**config.mk**
```make
export PLATFORM = sky130hd
export DESIGN_NAME = uart_word_tx_flat
export DESIGN_NICKNAME = d
export VERILOG_FILES = /design/src/rtl/core_pkg.sv /design/src/rtl/uart_word_tx_if.sv /design/src/rtl/uart_word_tx_baud_tick_gen.sv /design/src/rtl/uart_word_tx.sv /design/src/flat_wrapper.sv
export SDC_FILE = /design/constraint.sdc
export NUM_CORES = 1
export LEC_CHECK = 0
export BUFFER_PORTS_ARGS = -buffer_cell sky130_fd_sc_hd__buf_2
export CAP_MARGIN = 0
export CORE_UTILIZATION = 56
export CTS_CLUSTER_DIAMETER = 120
export DETAILED_ROUTE_END_ITERATION = 8
export GPL_ROUTABILITY_DRIVEN = 0
export HOLD_SLACK_MARGIN = 0.08
export PLACE_DENSITY = 0.74
export SYNTH_ARGS = -nofsm -noshare
export SYNTH_HDL_FRONTEND = slang
export SYNTH_HIERARCHICAL = 1
export SYNTH_SLANG_ARGS = --single-unit
```
**constraint.sdc**
```tcl
create_clock -name clk -period 2.95 [get_ports clk]
set_input_delay 0.885 -clock clk [delete_from_list [all_inputs] [get_ports clk]]
set_output_delay 0.885 -clock clk [all_outputs]
set_load 0.03 [all_outputs]
```
**src/rtl/core_pkg.sv**
```systemverilog
// ---------------------------------------------------------------------------
// core_pkg
// Shared types and widths for the word-serialising UART transmit stage.
//   uart_tx_state_t : transmitter FSM state encoding
//   WORD_W / BYTE_W : result word width and UART byte width
// ---------------------------------------------------------------------------
package core_pkg;

   localparam int WORD_W = 16;
   localparam int BYTE_W = 8;

   typedef enum logic [1:0] {
      TX_IDLE,
      TX_START,
      TX_DATA,
      TX_STOP
   } uart_tx_state_t;

endpackage : core_pkg

```
**src/rtl/uart_word_tx_if.sv**
```systemverilog
// ---------------------------------------------------------------------------
// uart_word_tx_if
// Handshake and line signals between the core and the UART word transmitter.
//   data_in    : word to transmit (core -> tx)
//   data_valid : send request (core -> tx)
//   tx_ready   : transmitter idle, can accept a word (tx -> core)
//   tx_done    : one-cycle "word sent" pulse (tx -> core)
//   tx_busy    : frame on the line, always ~tx_ready (tx -> core)
//   txd        : UART serial line, idles high (tx -> pin)
// Modports: master = core side, slave = transmitter side.
// ---------------------------------------------------------------------------
interface uart_word_tx_if;
   import core_pkg::*;

   logic [WORD_W-1:0] data_in;
   logic              data_valid;
   logic              tx_ready;
   logic              tx_done;
   logic              tx_busy;
   logic              txd;

   modport master (
      output data_in, data_valid,
      input  tx_ready, tx_done, tx_busy, txd
   );

   modport slave (
      input  data_in, data_valid,
      output tx_ready, tx_done, tx_busy, txd
   );

endinterface : uart_word_tx_if

```
**src/rtl/uart_word_tx_baud_tick_gen.sv**
```systemverilog
// ---------------------------------------------------------------------------
// baud_tick_gen
// Bit-period timer. Counts 0..CLKS_PER_BIT-1 while enabled and wraps.
//   clk   : system clock
//   rstb  : asynchronous active-low reset
//   clear : forces the counter to 0 (held while the transmitter is idle)
//   en    : advance the counter
//   tick  : high on the last cycle of each bit period
// ---------------------------------------------------------------------------
module baud_tick_gen #(
   parameter int CLKS_PER_BIT = 16
) (
   input  logic clk,
   input  logic rstb,
   input  logic clear,
   input  logic en,
   output logic tick
);

   localparam int CNT_W = (CLKS_PER_BIT > 1) ? $clog2(CLKS_PER_BIT) : 1;
   localparam logic [CNT_W-1:0] LAST_CNT = CNT_W'(CLKS_PER_BIT - 1);

   logic [CNT_W-1:0] cnt_q;

   always_ff @(posedge clk or negedge rstb) begin
      if (!rstb) begin
         cnt_q <= '0;
      end else if (clear) begin
         cnt_q <= '0;
      end else if (en) begin
         cnt_q <= (cnt_q == LAST_CNT) ? '0 : cnt_q + 1'b1;
      end
   end

   assign tick = en && (cnt_q == LAST_CNT);

endmodule : baud_tick_gen

```
**src/rtl/uart_word_tx.sv**
```systemverilog
// ---------------------------------------------------------------------------
// uart_word_tx
// Serialises 16-bit words onto a UART line as two 8N1 (or 8N2) bytes,
// low byte first, and pulses tx_done when the word's last stop bit ends.
//   clk  : system clock, all state on posedge
//   rstb : asynchronous active-low reset; truncates any frame in flight
//   bus  : uart_word_tx_if.slave (data_in, data_valid, tx_ready, tx_done,
//          tx_busy, txd)
// Parameters: CLKS_PER_BIT (>= 2), STOP_BITS (1 or 2).
// ---------------------------------------------------------------------------
module uart_word_tx
   import core_pkg::*;
#(
   parameter int CLKS_PER_BIT = 16,
   parameter int STOP_BITS    = 1
) (
   input  logic            clk,
   input  logic            rstb,
   uart_word_tx_if.slave   bus
);

   localparam logic LAST_STOP = (STOP_BITS == 2) ? 1'b1 : 1'b0;
   localparam logic [2:0] LAST_BIT = 3'(BYTE_W - 1);

   uart_tx_state_t    state_q;
   logic [WORD_W-1:0] shift_q;
   logic [2:0]        bit_idx_q;
   logic              byte_idx_q;
   logic              stop_idx_q;
   logic              txd_q;
   logic              tx_ready_q;
   logic              tx_busy_q;
   logic              tx_done_q;
   logic              tick;
   logic              baud_clear;

   // Counter sits at 0 while idle, so the first bit period starts
   // exactly on the cycle after the accept.
   assign baud_clear = (state_q == TX_IDLE);

   baud_tick_gen #(
      .CLKS_PER_BIT (CLKS_PER_BIT)
   ) u_baud (
      .clk   (clk),
      .rstb  (rstb),
      .clear (baud_clear),
      .en    (~baud_clear),
      .tick  (tick)
   );

   always_ff @(posedge clk or negedge rstb) begin
      if (!rstb) begin
         state_q    <= TX_IDLE;
         shift_q    <= '0;
         bit_idx_q  <= '0;
         byte_idx_q <= 1'b0;
         stop_idx_q <= 1'b0;
         txd_q      <= 1'b1;
         tx_ready_q <= 1'b1;
         tx_busy_q  <= 1'b0;
         tx_done_q  <= 1'b0;
      end else begin
         tx_done_q <= 1'b0;
         unique case (state_q)
            TX_IDLE: begin
               if (bus.data_valid) begin
                  shift_q    <= bus.data_in;
                  byte_idx_q <= 1'b0;
                  txd_q      <= 1'b0;
                  tx_ready_q <= 1'b0;
                  tx_busy_q  <= 1'b1;
                  state_q    <= TX_START;
               end
            end
            TX_START: begin
               if (tick) begin
                  bit_idx_q <= '0;
                  txd_q     <= shift_q[0];
                  state_q   <= TX_DATA;
               end
            end
            TX_DATA: begin
               // Shifting on every data bit leaves the high byte in
               // shift_q[7:0] once the low byte has gone out.
               if (tick) begin
                  shift_q <= {1'b0, shift_q[WORD_W-1:1]};
                  if (bit_idx_q == LAST_BIT) begin
                     stop_idx_q <= 1'b0;
                     txd_q      <= 1'b1;
                     state_q    <= TX_STOP;
                  end else begin
                     bit_idx_q <= bit_idx_q + 3'd1;
                     txd_q     <= shift_q[1];
                  end
               end
            end
            TX_STOP: begin
               if (tick) begin
                  if (stop_idx_q != LAST_STOP) begin
                     stop_idx_q <= 1'b1;
                  end else if (!byte_idx_q) begin
                     byte_idx_q <= 1'b1;
                     txd_q      <= 1'b0;
                     state_q    <= TX_START;
                  end else begin
                     // Done and ready rise together so the core can
                     // hand over the next word in this very cycle.
                     tx_done_q  <= 1'b1;
                     tx_ready_q <= 1'b1;
                     tx_busy_q  <= 1'b0;
                     state_q    <= TX_IDLE;
                  end
               end
            end
            default: state_q <= TX_IDLE;
         endcase
      end
   end

   assign bus.txd      = txd_q;
   assign bus.tx_ready = tx_ready_q;
   assign bus.tx_busy  = tx_busy_q;
   assign bus.tx_done  = tx_done_q;

endmodule : uart_word_tx

```
**src/flat_wrapper.sv**
```systemverilog
// flat-port wrapper written by rule: the top's interface ports become plain ports
module uart_word_tx_flat import core_pkg::*;
#(
   parameter int CLKS_PER_BIT = 16,
   parameter int STOP_BITS    = 1
)
  (clk, rstb, bus_data_in, bus_data_valid, bus_tx_ready, bus_tx_done, bus_tx_busy, bus_txd);
  uart_word_tx_if bus_i ();
  input  logic clk;
  input  logic rstb;
  input wire logic [$bits(bus_i.data_in)-1:0] bus_data_in;
  input wire logic [$bits(bus_i.data_valid)-1:0] bus_data_valid;
  output wire logic [$bits(bus_i.tx_ready)-1:0] bus_tx_ready;
  output wire logic [$bits(bus_i.tx_done)-1:0] bus_tx_done;
  output wire logic [$bits(bus_i.tx_busy)-1:0] bus_tx_busy;
  output wire logic [$bits(bus_i.txd)-1:0] bus_txd;
  assign bus_i.data_in = bus_data_in;
  assign bus_i.data_valid = bus_data_valid;
  assign bus_tx_ready = bus_i.tx_ready;
  assign bus_tx_done = bus_i.tx_done;
  assign bus_tx_busy = bus_i.tx_busy;
  assign bus_txd = bus_i.txd;
  uart_word_tx #(.CLKS_PER_BIT(CLKS_PER_BIT), .STOP_BITS(STOP_BITS)) u_core (.clk(clk), .rstb(rstb), .bus(bus_i));
endmodule
```
==> results of run 1 <==
## per-layer routing
metal	vias up	part of all wire, %	global-route usage (%)
li1	532	-	-
met1	527	47	27.85
met2	16	50	34.18
met3	2	2.7	8.372
met4	0	0.66	4.530
met5	-	0	0
## flip-flops by register name, summed over array words and instances (netlist names)
signal	flops
u_core/u_baud/cnt_q	4
u_core/shift_q	16
u_core/state_q	2
u_core/bus.tx_busy	1
u_core/byte_idx_q	1
u_core/bus.tx_done	1
u_core/bit_idx_q	3
u_core/bus.tx_ready	1
u_core/bus.txd	1
## worst max-delay path, stage by stage, from the launching register on
cell and delay [ns]:
dfrtp_1 0.43, inv_1 0.12, ha_1 0.34, inv_1 0.23
nand2_2 0.09, nor2_1 0.35, o21bai_2 0.26, o2111ai_1 0.21
mux2_2 0.31
## cells by family (layout without fill, tap and decap cells)
group	count (synthesis)	count (layout)
xor+xnor	1	1
mux	35	35
simple gates	23	23
flops	30	30
buf+inv	8	35
fa+ha+maj	8	8
compound gates	27	27
## cells in the mapped netlist (2+ instances only)
master     number  area (µm²)
a21oi_1         6       30.03
ha_1            8       100.1
nor2_1          5       18.77
o2bb2ai_1       3       26.28
inv_1           4       15.01
and3_1          2       12.51
dfrtp_1        28       700.7
nor2b_1         2       12.51
dfstp_2         2       52.55
nand2_1         6       22.52
mux2_2         22       247.7
buf_2           2       10.01
a22o_1          4       35.03
mux2i_1         3       30.03
nand2b_1        3       18.77
mux2_4         10       150.1
o21ai_0         7       35.03
## power groups by stage
stage	Sequential, W	Combinational, W	Clock, W
after floorplan	0.000419	0.00000176	0
after global placement	0.000419	0.0000212	0
after detailed placement	0.000419	0.0000222	0
after CTS	0.000411	0.0000222	0.000231
after global routing	0.000411	0.0000252	0.000252
final	0.000411	0.0000211	0.000217
## worst max-delay path by stage
stage | from | endpoint | depth (start not counted)
global placement | u_core/state_q[0] | u_core/shift_q[13] | 7
detailed placement | u_core/state_q[0] | u_core/state_q[1] | 8
finish | u_core/state_q[0] | u_core/state_q[1] | 8
CTS | u_core/state_q[0] | u_core/state_q[1] | 8
global route | u_core/state_q[0] | u_core/state_q[1] | 8
floorplan | u_core/state_q[0] | u_core/shift_q[0] | 8
## per-stage QoR
step	cells	setup slack, ns
finish	190	0.4891
global route	190	0.3197
CTS	190	0.5338
detailed placement	183	0.5540
global placement	183	0.6748
floorplan	132	0.8704
## area by class of cell
| class | count | share of cell area (%) |
|---|---|---|
| multi-input cells | 94 | 46.58 |
| flip-flops and latches | 30 | 41.23 |
| repair buffers | 23 | 6.438 |
| well taps | 31 | 2.123 |
| clock buffers | 5 | 2.055 |
| inverters | 5 | 1.027 |
| clock inverters | 2 | 0.5479 |
## cells in the final DEF (no fill, tap or decap), types with 2 or more instances in the layout
| master | n |
|---|---|
| a21oi_1 | 6 |
| a22o_1 | 4 |
| and3_1 | 2 |
| buf_2 | 22 |
| clkbuf_4 | 5 |
| clkinv_2 | 2 |
| dfrtp_1 | 28 |
| dfstp_2 | 2 |
| ha_1 | 8 |
| inv_1 | 4 |
| mux2_2 | 22 |
| mux2_4 | 10 |
| mux2i_1 | 3 |
| nand2_1 | 6 |
| nand2b_1 | 3 |
| nor2_1 | 5 |
| nor2b_1 | 2 |
| o21ai_0 | 7 |
| o2bb2ai_1 | 3 |
==> flow_summary.yaml, run 1 <==
setup_path:
  rrSetupSlack_ns: 0.49
  worst-path-max-fanout: 11
  worst_setup_path_start_kind: "flop"
  critical_path_required_ns: 3.16
  worstSetupEndpointType: "flop"
  reg2regPathDepth: 8
  critical_path.reg2reg.startpoint: "u_core/state_q[0]"
  crit_path_category: "flop to flop"
  reg2reg_to: "u_core/state_q[1]"
  worst-endpoint-arrival_ns: 2.68
global_routing:
  grt_max_degree: 31
  grt_pass1_vias: 1114
  track_usage_pct: 21.46
  global_route.overflow_total: 0
  grt_pass1_wl_um: 5168
  antenna_found_initial: 0
clocking:
  tritoncts_num_sinks: 30
  cts_post_setup_buffers_inserted: 0
  clk_buf_depth: 2
  clock-root-buffer: "clkbuf_4"
  cts-hold-fix-buffers: 0
  worst_skew_pair.late_latency_ns: 0.32
  tritoncts: "done"
  cts_made_buffers: 5
  path_clk_slew_ns: 0.09
  ctsHtreeMaxLevel: 2
  cts_repair_resize_count: 0
floorplanning:
  coreArea_um2: 2758
  die_h_um: 56.19
  chipWidth_um: 56.19
  initial_utilization_pct: 59.62
  dieArea_um2: 3157
  boundaryPins: 23
  std_cell_rows: 19
timing:
  period_share_pct: 83.42
  timing_worst_slew_pin_value_ns: 0.6383
  timing.final.crit_period_ns: 2.461
  timing.final.hold_violations: 0
  max_freq_mhz: 406.4
  timing.max_slew.rel_slack_pct: 57.45
  timing.final.setup_violations: 0
  final-max-slew-violation-count: 0
  hold_slack_ns: 0.5130
  rsz0062_at_grt: "false"
  skew_ns: 0.01152
  final.setup.tns_ns: 0
power_and_ir_drop:
  pwr-share-comb_pct: 3.3
  power.density_cell_area_nw_per_um2: 355.3
  reported_leakage_power_nw: 0.9272
  netSwitchingFraction_pct: 22.10
  power.clock.fraction_pct: 33.4
  internal-power_w: 0.0005056
  ir_worst_vdd_uv: 343.1
  power.switching_w: 0.0001435
  power.share.sequential_pct: 63.3
  total_power_w: 0.0006491
worst_hold_path:
  holdPathStages: 1
  hold_path.startpoint: "u_core/shift_q[5]"
  min_path_type: "flop to flop"
  hold_end: "u_core/shift_q[5]"
drt:
  vias: 1077
  drt_wl_total_um: 2884
  route.antenna.remaining_nets: 0
  wl_per_cell_um: 15.18
  route.detailed.drc: 0
  drt-vias-per-instance: 5.668
  detailedRoute.firstPassIterationCount: 4
  initialDrtViolationCount: 43
synthesis:
  adder_and_majority_cell_fraction_of_the_synthesized_area_pct: 6.088
  ys_dominant_reg_cell: "dfrtp_1"
  synth.lib_cells_used.distinct: 32
  syn_avg_cell_area_um2: 12.46
  yosys_warnings: 6
  number_of_synthesized_register_bits: 30
  synth_edf_count: 0
  synth-simple-area-share_pct: 7.078
  synthArstFlopShare_pct: 100.0
  post_synth_mux_area_share_pct: 26.03
  synth_xor_area_share_pct: 0.5327
  synth_sequential_area_ratio_pct: 45.81
  synth_nets: 159
  combinational_family_with_the_most_area_after_synthesis: "multiplexers"
  mappedNetlistArea_um2: 1644
  synth_compound_area_share_pct: 12.02
  synth_cells: 132
cells_and_area:
  final.fill_count: 228
  finalInstanceArea_um2: 1827
  syn2layout_area_growth_pct: 11.11
  multi_input_logic_area_um2: 850.8
  finish.utilization_pct: 66.24
  antenna_cells: 0
  seqCellArea_um2: 753.2
  layout_net_count: 186
  layout-drive-gt1-share_pct: 43.40
placement:
  placement.io_buffers: 22
  post-dp-hpwl_um: 2122
  total_cell_area_at_the_placement_stage_um2: 1779
run_status:
  run_status: "finished, final reports clean"
flow_run:
  drv_cap: 0
No activity file was read; power rests on OpenSTA's default activity.
==> inputs of run 2 (changes only) <==
- CORE_UTILIZATION: 56 -> 51
- PLACE_DENSITY: 0.74 -> 0.71
- clock period: 2.95 -> 2.1 ns (I/O delays scaled with it)
==> flow_summary.yaml, run 2 (synthesized netlist as in run 1, its figures left out) <==
setup_path:
  worstSetupEndpointType: "flop"
  crit_buf_inv: 2
  worst_path_max_delay_cell: "dfrtp_1"
  worst_path_dominant_cell_family: "flip-flops"
  worst_setup_path_start_kind: "flop"
  crit_path_category: "flop to flop"
  worstSetupPathDepth: 7
  critical_path_required_ns: 2.30
  reg2regPathDepth: 7
  worst_path_most_repeated_cell: "inv_1"
  worst-path-max-fanout: 15
  worst-endpoint-arrival_ns: 2.20
  critical-path-max-stage-delay_ns: 0.44
  worstPathCellList: "inv_1 > ha_1 > inv_1 > nand2_2 > nor2_2 > o211a_4 > mux2_2"
cells_and_area:
  max_flop_register: "u_core/shift_q"
  layout_net_count: 189
  layout-drive-gt1-share_pct: 46.01
  final_common_cell: "dfrtp_1"
  finalInstanceArea_um2: 1879
  largest_register_ffs: 16
  antenna_cells: 0
  finish.utilization_pct: 61.56
  final.fill_count: 273
  syn2layout_area_growth_pct: 14.31
  layout_top_registers: "u_core/shift_q x16, u_core/u_baud/cnt_q x4, u_core/bit_idx_q x3"
  layout_common_cells: "dfrtp_1 (27), buf_2 (22), mux2_2 (22)"
clocking:
  path_clk_slew_ns: 0.10
  tritoncts: "done"
  clock-root-buffer: "clkbuf_4"
  tritoncts_num_sinks: 30
  cts_made_buffers: 5
  clk_buf_depth: 2
  worst_skew_pair.late_latency_ns: 0.32
  ctsHtreeMaxLevel: 2
  cts_repair_resize_count: 1
  cts-hold-fix-buffers: 0
  cts_post_setup_buffers_inserted: 0
power_and_ir_drop:
  power.density_cell_area_nw_per_um2: 492.8
  reported_leakage_power_nw: 0.9405
  ir_worst_vdd_uv: 304.1
placement:
  placement.io_buffers: 22
  post-dp-hpwl_um: 2117
  total_cell_area_at_the_placement_stage_um2: 1818
drt:
  drt-vias-per-instance: 5.314
  drt_wl_total_um: 2961
  route.antenna.remaining_nets: 0
  detailedRoute.firstPassIterationCount: 4
  vias: 1100
  wl_per_cell_um: 14.30
  route.detailed.drc: 0
  initialDrtViolationCount: 27
global_routing:
  track_usage_pct: 19.39
  antenna_found_initial: 0
  grt_max_degree: 31
  grt_pass1_vias: 1078
  global_route.overflow_total: 0
  grt_pass1_wl_um: 4857
floorplanning:
  std_cell_rows: 20
  coreArea_um2: 3053
  initial_utilization_pct: 53.85
  dieArea_um2: 3455
  chipWidth_um: 58.78
  die_h_um: 58.78
  boundaryPins: 23
run_status:
  run_status: "finished, final reports clean"
timing:
  timing.final.crit_period_ns: 1.997
  period_share_pct: 95.08
  skew_ns: 0.01036
  timing.final.hold_violations: 0
  final-max-slew-violation-count: 0
  rsz0062_at_grt: "false"
  max_freq_mhz: 500.8
  timing.final.setup_violations: 0
  timing.max_slew.rel_slack_pct: 55.12
  timing_worst_slew_pin_value_ns: 0.6732
flow_run:
  drv_cap: 0
worst_hold_path:
  min_path_type: "input pin to asynchronous set/reset pin"
run 2: final cells by class:
cell class	instances	area [µm²]	area share (%)
Timing Repair Buffer	26	140.1	7.457
Tap cell	44	55.05	2.929
Multi-Input combinational cell	94	859.6	45.74
Clock inverter	2	10.01	0.5326
Clock buffer	6	41.29	2.197
Sequential cell	30	754.5	40.15
Inverter	5	18.77	0.9987
run 2: power by group:
part | total (W) | switching [W] | internal (W)
logic | 0.0000305 | 0.0000175 | 0.0000130
registers | 0.000577 | 0 | 0.000577
clock network | 0.000318 | 0.000191 | 0.000127
total | 0.000926 | 0.000209 | 0.000718
run 2: final timing paths:
kind,slack (ns),from,end
min in group clk,0.51,u_core/shift_q[14],u_core/shift_q[14]
max in group asynchronous,1.30,rstb,u_core/state_q[0]
worst max-delay path,0.10,u_core/state_q[1],u_core/shift_q[13]
worst max register to register,0.10,u_core/state_q[1],u_core/shift_q[13]
worst min-delay path,0.34,rstb,u_core/shift_q[8]
worst min register to register,0.51,u_core/shift_q[14],u_core/shift_q[14]
run 2: per-layer routing:
metal | GRT usage, % | wire length [µm]
met5 | 0 | 0
met4 | 9.184 | 35
met3 | 6.593 | 115
met2 | 28.25 | 1409
met1 | 25.88 | 1401
run 2: stage by stage:
step | power, W | hold WS, ns | cells | TNS [ns] | setup WS, ns
floorplan | 0.0005913 | 0.3344 | 132 | 0 | 0.02044
finish | 0.0009262 | 0.3353 | 207 | 0 | 0.1033
global route | 0.0009737 | 0.3581 | 207 | 0 | 0.005310
CTS | 0.0009424 | 0.3355 | 207 | 0 | 0.06628
detailed placement | 0.0006201 | 0.4908 | 199 | -0.02002 | -0.01896
global placement | 0.0006187 | 0.4841 | 199 | 0 | 0.1278
run 2: worst register-to-register path: stages, from the launching register on:
cell	delay, ns
dfrtp_1	0.44
inv_1	0.10
ha_1	0.20
inv_1	0.09
nand2_2	0.08
nor2_2	0.22
o211a_4	0.37
mux2_2	0.38
